`src/rtl/ram_bist_master.sv`:
```
// Write/read-back BIST initiator for the 16-bit internal RAM port.
// Define RAM_BIST_LFSR_EN to use a Galois LFSR pattern instead of seed+i.
module ram_bist_master #(
  parameter int unsigned READ_LATENCY = 1
) (
  input  logic        clk,
  input  logic        reset,
  input  logic        start,
  input  logic [31:0] base_addr,
  input  logic [15:0] word_count,
  input  logic [15:0] seed,
  output logic        busy,
  output logic        done,
  output logic        pass,
  output logic [15:0] error_count,
  output logic [31:0] first_error_addr,
  output logic        ram_enable,
  output logic        ram_write,
  output logic [31:0] ram_addr,
  output logic [15:0] ram_data_out,
  input  logic [15:0] ram_data_in
);

  // state | meaning
  // IDLE  | waiting for start; results held
  // WRITE | writing P(i) to base+i
  // READ  | issuing reads; address and expected data enter compare pipe
  // DRAIN | no RAM access; remaining compares retire
  // DONE  | one-cycle done pulse; results valid

  typedef enum logic [2:0] {
    S_IDLE  = 3'd0,
    S_WRITE = 3'd1,
    S_READ  = 3'd2,
    S_DRAIN = 3'd3,
    S_DONE  = 3'd4
  } state_t;

  function automatic logic [15:0] pat_first(input logic [15:0] s);
`ifdef RAM_BIST_LFSR_EN
    pat_first = (s == 16'h0000) ? 16'hACE1 : s;
`else
    pat_first = s;
`endif
  endfunction

  function automatic logic [15:0] pat_next(input logic [15:0] p);
`ifdef RAM_BIST_LFSR_EN
    pat_next = {1'b0, p[15:1]} ^ (p[0] ? 16'hB400 : 16'h0000);
`else
    pat_next = p + 16'd1;
`endif
  endfunction

  state_t      state_q, state_d;
  logic [31:0] base_q, base_d;
  logic [15:0] count_q, count_d;
  logic [15:0] seed_q, seed_d;
  logic [31:0] addr_q, addr_d;
  logic [15:0] rem_q, rem_d;
  logic [15:0] pat_q, pat_d;
  logic [1:0]  drain_q, drain_d;
  logic [15:0] err_q, err_d;
  logic [31:0] first_q, first_d;
  logic        pass_q, pass_d;

  logic        pipe_vld_q  [READ_LATENCY];
  logic        pipe_vld_d  [READ_LATENCY];
  logic [31:0] pipe_addr_q [READ_LATENCY];
  logic [31:0] pipe_addr_d [READ_LATENCY];
  logic [15:0] pipe_exp_q  [READ_LATENCY];
  logic [15:0] pipe_exp_d  [READ_LATENCY];

  logic        mismatch;

  always_comb begin
    state_d  = state_q;
    base_d   = base_q;
    count_d  = count_q;
    seed_d   = seed_q;
    addr_d   = addr_q;
    rem_d    = rem_q;
    pat_d    = pat_q;
    drain_d  = drain_q;
    err_d    = err_q;
    first_d  = first_q;
    pass_d   = pass_q;
    mismatch = 1'b0;

    pipe_vld_d[0]  = (state_q == S_READ);
    pipe_addr_d[0] = addr_q;
    pipe_exp_d[0]  = pat_q;
    for (int i = 1; i < READ_LATENCY; i++) begin
      pipe_vld_d[i]  = pipe_vld_q[i-1];
      pipe_addr_d[i] = pipe_addr_q[i-1];
      pipe_exp_d[i]  = pipe_exp_q[i-1];
    end

    // Oldest pipe stage lines up with the data the RAM returns this cycle.
    if (pipe_vld_q[READ_LATENCY-1] && (ram_data_in != pipe_exp_q[READ_LATENCY-1])) begin
      mismatch = 1'b1;
    end
    if (mismatch) begin
      if (err_q != 16'hFFFF) begin
        err_d = err_q + 16'd1;
      end
      if (err_q == 16'h0000) begin
        first_d = pipe_addr_q[READ_LATENCY-1];
      end
    end

    case (state_q)
      S_IDLE: begin
        if (start) begin
          base_d  = base_addr;
          count_d = word_count;
          seed_d  = seed;
          addr_d  = base_addr;
          rem_d   = word_count - 16'd1;
          pat_d   = pat_first(seed);
          err_d   = 16'h0000;
          first_d = 32'h0000_0000;
          if (word_count == 16'h0000) begin
            pass_d  = 1'b1;
            state_d = S_DONE;
          end else begin
            pass_d  = 1'b0;
            state_d = S_WRITE;
          end
        end
      end
      S_WRITE: begin
        if (rem_q == 16'h0000) begin
          state_d = S_READ;
          addr_d  = base_q;
          rem_d   = count_q - 16'd1;
          pat_d   = pat_first(seed_q);
        end else begin
          addr_d = addr_q + 32'd1;
          rem_d  = rem_q - 16'd1;
          pat_d  = pat_next(pat_q);
        end
      end
      S_READ: begin
        if (rem_q == 16'h0000) begin
          state_d = S_DRAIN;
          drain_d = 2'(READ_LATENCY - 1);
        end else begin
          addr_d = addr_q + 32'd1;
          rem_d  = rem_q - 16'd1;
          pat_d  = pat_next(pat_q);
        end
      end
      S_DRAIN: begin
        if (drain_q == 2'd0) begin
          state_d = S_DONE;
          pass_d  = (err_d == 16'h0000);
        end else begin
          drain_d = drain_q - 2'd1;
        end
      end
      S_DONE: begin
        state_d = S_IDLE;
      end
      default: begin
        state_d = S_IDLE;
      end
    endcase
  end

  always_ff @(posedge clk) begin
    if (reset) begin
      state_q <= S_IDLE;
      base_q  <= 32'h0000_0000;
      count_q <= 16'h0000;
      seed_q  <= 16'h0000;
      addr_q  <= 32'h0000_0000;
      rem_q   <= 16'h0000;
      pat_q   <= 16'h0000;
      drain_q <= 2'd0;
      err_q   <= 16'h0000;
      first_q <= 32'h0000_0000;
      pass_q  <= 1'b0;
      for (int i = 0; i < READ_LATENCY; i++) begin
        pipe_vld_q[i]  <= 1'b0;
        pipe_addr_q[i] <= 32'h0000_0000;
        pipe_exp_q[i]  <= 16'h0000;
      end
    end else begin
      state_q <= state_d;
      base_q  <= base_d;
      count_q <= count_d;
      seed_q  <= seed_d;
      addr_q  <= addr_d;
      rem_q   <= rem_d;
      pat_q   <= pat_d;
      drain_q <= drain_d;
      err_q   <= err_d;
      first_q <= first_d;
      pass_q  <= pass_d;
      for (int i = 0; i < READ_LATENCY; i++) begin
        pipe_vld_q[i]  <= pipe_vld_d[i];
        pipe_addr_q[i] <= pipe_addr_d[i];
        pipe_exp_q[i]  <= pipe_exp_d[i];
      end
    end
  end

  assign busy             = (state_q == S_WRITE) || (state_q == S_READ) || (state_q == S_DRAIN);
  assign done             = (state_q == S_DONE);
  assign pass             = pass_q;
  assign error_count      = err_q;
  assign first_error_addr = first_q;
  // Port outputs are gated so the bus reads all-zero whenever the master is not driving it.
  assign ram_enable       = (state_q == S_WRITE) || (state_q == S_READ);
  assign ram_write        = (state_q == S_WRITE);
  assign ram_addr         = ram_enable ? addr_q : 32'h0000_0000;
  assign ram_data_out     = ram_write ? pat_q : 16'h0000;

endmodule

```
`config.mk`:
```
export PLATFORM = sky130hd
export DESIGN_NAME = ram_bist_master
export DESIGN_NICKNAME = d
export VERILOG_FILES = /design/src/rtl/ram_bist_master.sv
export SDC_FILE = /design/constraint.sdc
export NUM_CORES = 1
export LEC_CHECK = 0
export ABC_AREA = 0
export BUFFER_PORTS_ARGS = -buffer_cell sky130_fd_sc_hd__buf_4
export CAP_MARGIN = 20
export CORE_MARGIN = 2
export CORE_UTILIZATION = 35
export CTS_CLUSTER_DIAMETER = 50
export DETAILED_ROUTE_END_ITERATION = 10
export GPL_ROUTABILITY_DRIVEN = 0
export SLEW_MARGIN = 30
export SYNTH_ARGS = -nofsm -noshare
export SYNTH_HDL_FRONTEND = slang
export SYNTH_SLANG_ARGS = --single-unit
export TNS_END_PERCENT = 100
```
`constraint.sdc`:
```
create_clock -name clk -period 2.9 [get_ports clk]
set_clock_uncertainty 0.05 [all_clocks]
set_input_delay 0.29 -clock clk [delete_from_list [all_inputs] [get_ports clk]]
set_output_delay 0.29 -clock clk [all_outputs]
set_load 0.005 [all_outputs]
```
After elaboration in Yosys (flattened, before gate mapping) --
Memories as Yosys holds them, arrays and structs flattened. Index checks and enable logic that the tools add are counted.
Storage, ports and cells: register bits 182, bits in writable memories 49, logic and storage cells 98, memories kept 3
Memory list:
- pipe_addr_q | words 1, bits a word 32, read ports 1, clocked after Yosys merged registers in 0, wr ports 1, RTL line 69 | logic [31:0] pipe_addr_q [READ_LATENCY];
- pipe_exp_q | words 1, bits a word 16, read ports 1, clocked after Yosys merged registers in 0, wr ports 1, RTL line 71 | logic [15:0] pipe_exp_q [READ_LATENCY];
- pipe_vld_q | words 1, bits a word 1, read ports 1, clocked after Yosys merged registers in 0, wr ports 1, RTL line 67 | logic pipe_vld_q [READ_LATENCY];
Cells by class: add/sub/neg operators 7, equal/unequal tests 12, muxes and demuxes 45, reduce and logical (&&, ||, !) cells 20
Operators with widths (number):
- $mux 32 | 9
- $mux 16 | 12
- $pmux 16 s3 | 2
- $pmux 32 s3 | 1
- $logic_not 16->1 | 4
- $sub 16x1->16 const B | 3
- $add 16x1->16 const B | 2
- $add 32x1->32 const B | 1
- $reduce_or 32->1 | 1
- $ne 16x16->1 | 1
- $ne 16x16->1 const B | 1
- $reduce_or 16->1 | 1
- $mux 3 | 5
- $pmux 3 s4 | 1
- $mux 1 | 11
- $reduce_and 3->1 | 3
- $ne 2x2->1 const B | 4
- $eq 3x2->1 const B | 2
- $mux 2 | 2
- $ne 2x1->1 const B | 2
- $pmux 2 s2 | 1
- $reduce_and 4->1 | 1
- $reduce_bool 2->1 | 2
- $eq 3x1->1 const B | 1
- other kinds (10) | 11

Depth between registers and ports, before layout --
depth in word-level cells 7, depth in mapped cells 12, mapped depth without buffers 9

Worst setup path before layout --
No wires, ideal clock.
path type register to register, start point register err_q[0], in the netlist error_count[0], end point register pass_q, in the netlist pass, library setup time 0.101 ns, arrival 2.325 ns, slack 0.424 ns, stages on the path, launching flop included 9, path through dfxtp_1 -> ha_1 -> nand4_1 -> or2_1 -> nor3_4 -> nor2_1 -> a211o_1 -> a32o_1 -> o41ai_1
On the way: cells in the longest elaborated chain, start to end 6, elaborated cells on any way between the ends 7
Ends and longest elaborated chain:
- start: declaration | RTL line 63 | logic [15:0] err_q, err_d;
- start signal: assignment | RTL line 198 | err_q <= err_d;
- $add 16x1->16 / $ne 16x16->1 (equally long branches) | RTL line 105, 104
- $mux 16 | RTL line 104 | if (err_q != 16'hFFFF) begin
- $mux 16 * | RTL line 103 | if (mismatch) begin
- $logic_not 16->1 * | RTL line 157 | pass_d = (err_d == 16'h0000);
- $mux 1 * | RTL line 155 | if (drain_q == 2'd0) begin
- $pmux 1 s2 * | RTL line 112 | case (state_q)
- end signal: assignment | RTL line 200 | pass_q <= pass_d;
- end: declaration | RTL line 65 | logic pass_q, pass_d;
Mark *: on every way between the ends. The rest lies on a longest branch, timed or not. The select of a mux whose other input is x is not followed. A chain may end at the register's enable or synchronous reset.

Worst setup path after layout --
Same ends and word-level chain as after synthesis.

==> results.yml <==
timing:
  report.final.setup_viol: 0
  fmax_mhz: 382
  rsz0062_at_grt: "no"
  layout_worst_path_cycle_share: 0.903
  timing_worst_slew_pin_value_ps: 679
  fin_crit_ps: 2620
  slew_headroom: 0.546
  setup_total_negative_slack_ps: 0
  layout_setup_ws_ps: 280
  timing.final.hold_violations: 0
  drv_slew: 0
cells_and_area:
  final_util: 0.467
  fin_nets: 1727
  layout.cells.most_common_list: "dfxtp_1 (231), buf_4 (215), nand2_1 (197), nor2_1 (140), a21oi_1 (110)"
  area_taken_by_flip_flops_and_latches_sq_um: 4620
  num_antenna_cells: 0
  finalInstanceArea_sq_um: 14700
  multi_input_comb_area_sq_um: 6170
  final_common_cell: "dfxtp_1"
  area.growth.synth_to_final_pct: 31.1
  layout.filler_cells: 3128
  final_layout_size_suffix_gt1_frac: 0.172
floorplan:
  die_h_microns: 183
  die-width_microns: 183
  rows: 65
  design.core.area_sq_um: 31600
  design.die.area_sq_um: 33600
  starting_utilization_of_the_core_area: 0.356
  ios: 184
power_and_ir_drop:
  power_frac_seq: 0.412
  worst_ir_drop_vdd_mv: 0.533
  totalPowerFinal_w: 0.00865
  p_leak_nw: 5.59
  switching_portion_of_total_power: 0.275
  cellInternalPower_w: 0.00627
  power-per-cell-area_nw_per_um2: 587
  clockPowerShare: 0.423
  switchingPower_w: 0.00238
  p_comb_frac: 0.166
logic_synthesis:
  syn-cell-area_sq_um: 11200
  number_of_flops_mapped_to_enable_cells_by_yosys: 0
  netlist_instances: 1417
  synth_async_sr_flop_share: 0
  synth_ff_type: "dfxtp_1"
  synth_compound_area_frac: 0.193
  synth_mux_area_frac: 0.0303
  synth_top_family_by_area: "simple AND/OR/NAND/NOR gates"
  synth.lib_cells_used.distinct: 60
  syn-num-nets: 1510
  synth_xor_xnor_area_share: 0.0452
  avg_cell_area_syn_sq_um: 7.93
  synth.ff_latch_count: 231
  synth-simple-area-share: 0.266
  seq_area_frac_synth: 0.411
  synth_warnings: 0
  synth_fa_ha_area_frac: 0.0111
placed_design:
  pre_cts_slack_ps: 328
  post_dp_cell_area_sq_um: 13100
  post-dp-hpwl_microns: 23700
  port_buffers: 183
setup_path:
  timing.critical_path.required_ps: 3280
  timing.critical_path.slowest_cell_delay_ps: 440
  crit_path_end_kind: "register"
  worst_path_max_delay_cell: "dfxtp_1"
  gate_family_responsible_for_the_most_delay_along_the_worst_path: "compound AO/OA/AOI/OAI gates"
  worstRegToRegCells: 8
  rr_endpoint: "pass"
  setup.reg_to_reg.worst_slack_ps: 280
  worst_r2r_startpoint: "error_count[0]"
  critical_path_peak_fanout: 6
  timing.critical_path.arrival_ps: 3000
  crit_path_class: "reg -> reg"
  crit_path_cell_chain: "ha_1 -> nand4_1 -> or2_1 -> nor3_4 -> nor2_1 -> a211o_1 -> a32o_1 -> o41ai_1"
  critPathLaunchType: "register"
  crit_buf_inv: 0
min_path:
  hold_class: "in -> reg"
  whs_path_depth: 2
  hold_start: "reset"
  hold_path_end: "drain_q[0]"
cts:
  clock_insertion_delay_at_the_later_pin_of_the_skew_report_ps: 530
  post_cts.repair.setup_buffers: 0
  cts_htree_levels: 1
  tritoncts.num_buffers: 29
  cts_tree: "yes"
  cts.path.max_buffers: 3
  root_buffer: "clkbuf_16"
  clkSlewWorstSetupHoldPaths_ps: 60
  cts_num_sinks: 231
status:
  status: "complete, no violations"
route:
  final_antenna_net_count: 0
  initial_drt_markers: 891
  remaining_drc_errors: 0
  met2_length_microns: 15400
  detail_route.wirelength.met1_microns: 16500
  post_drt_via_cell_ratio: 5.28
  dr.max_layer_used: "met4"
  detailroute.wirelength.met3_microns: 1510
  drtPass1Iterations: 5
  drt-total-wl_microns: 34100
  avgRoutedWirePerCell_microns: 16.6
  vias: 10900
global_route:
  initial_antenna_violation_count: 0
  grtUsageTotal: 0.198
  grt-ovfl-total: 0
  largest_net_degree_at_the_start_of_global_routing: 58
  first_global_vias: 10100
  grt_pass1_wl_microns: 54400
run:
  max_cap_violations: 0
## through the flow
step                      instances  hold slack (ps)
after global placement         1940              391
after global routing           2055              128
after CTS                      2055             95.6
after floorplan                1417              376
after detailed placement       1940              396
final                          2055              121
## cell usage after synthesis, types with 26 or more instances
cell type,n,area [sq um]
nand3_1,35,175
nor4_1,29,181
xnor2_1,32,280
mux2i_1,34,340
nor2_1,141,529
and2_1,45,282
clkbuf_1,76,285
dfxtp_1,231,4620
nor2b_1,45,282
a22oi_1,45,338
xor2_1,26,228
o21ai_0,86,430
nand2_1,197,739
nor3_1,40,200
a21oi_1,112,561
## cells by family (layout without fill, tap and decap cells)
family,after synthesis,after routing
AO/OA/AOI/OAI,353,353
flip-flops,231,231
buffers and inverters,118,354
AND/OR/NAND/NOR,613,613
adder cells (fa/ha/maj),10,10
multiplexers,34,34
XOR/XNOR,58,58
## power groups by stage
| stage | Combinational [W] | Clock (W) | Sequential, W |
|---|---|---|---|
| CTS | 0.00143 | 0.00374 | 0.00356 |
| global route | 0.00158 | 0.00388 | 0.00359 |
| finish | 0.00143 | 0.00366 | 0.00356 |
| floorplan | 0.000900 | 0 | 0.00355 |
| detailed placement | 0.00135 | 0 | 0.00363 |
| global placement | 0.00134 | 0 | 0.00362 |
## sequential cells by signal, summed over array words and instances (netlist names)
name and flops:
addr_q 32, base_q 32, drain_q 2, pat_q 16
first_error_addr 32, pipe_exp_q 16, error_count 16, rem_q 16
seed_q 16, pipe_addr_q 32, count_q 16, state_q 3
pass 1, pipe_vld_q 1
## worst register-to-register path: stages (launching register included)
cell and delay (ps):
dfxtp_1 440, ha_1 280, nand4_1 210, or2_1 340, nor3_4 210, nor2_1 80, a211o_1 320, a32o_1 240
o41ai_1 330
## per-layer routing
metal / track usage / vias up
met3: 0.0240 / 50
met5: 0 / -
li1: - / 5417
met2: 0.315 / 302
met1: 0.286 / 5091
met4: 0.0470 / 0
## cell type report
cell class | count | share of cell area
sequential | 231 | 0.314
clock inverter | 15 | 0.0134
inverter | 17 | 0.00442
timing repair buffer | 287 | 0.163
tap | 402 | 0.0341
multi-input combinational | 1068 | 0.419
clock buffer | 35 | 0.0528
## how the worst max path moves through the flow
stage	startpoint	end	slack, ps	cells after the start
after floorplan	error_count[0]	pass	420	8
after global placement	rem_q[0]	addr_q[20]	360	10
after detailed placement	rem_q[0]	addr_q[20]	330	10
after CTS	state_q[1]	ram_addr[27]	280	6
after global routing	rem_q[0]	addr_q[20]	20	10
final	error_count[0]	pass	280	8
## timing repair
item                                    CTS  global route
endpoints found under the setup margin   25             0
endpoints found under the hold margin    65             0
resized for setup                         1             0
hold buffers                             65             0
Note: power is estimated with default switching activity, not from simulation.
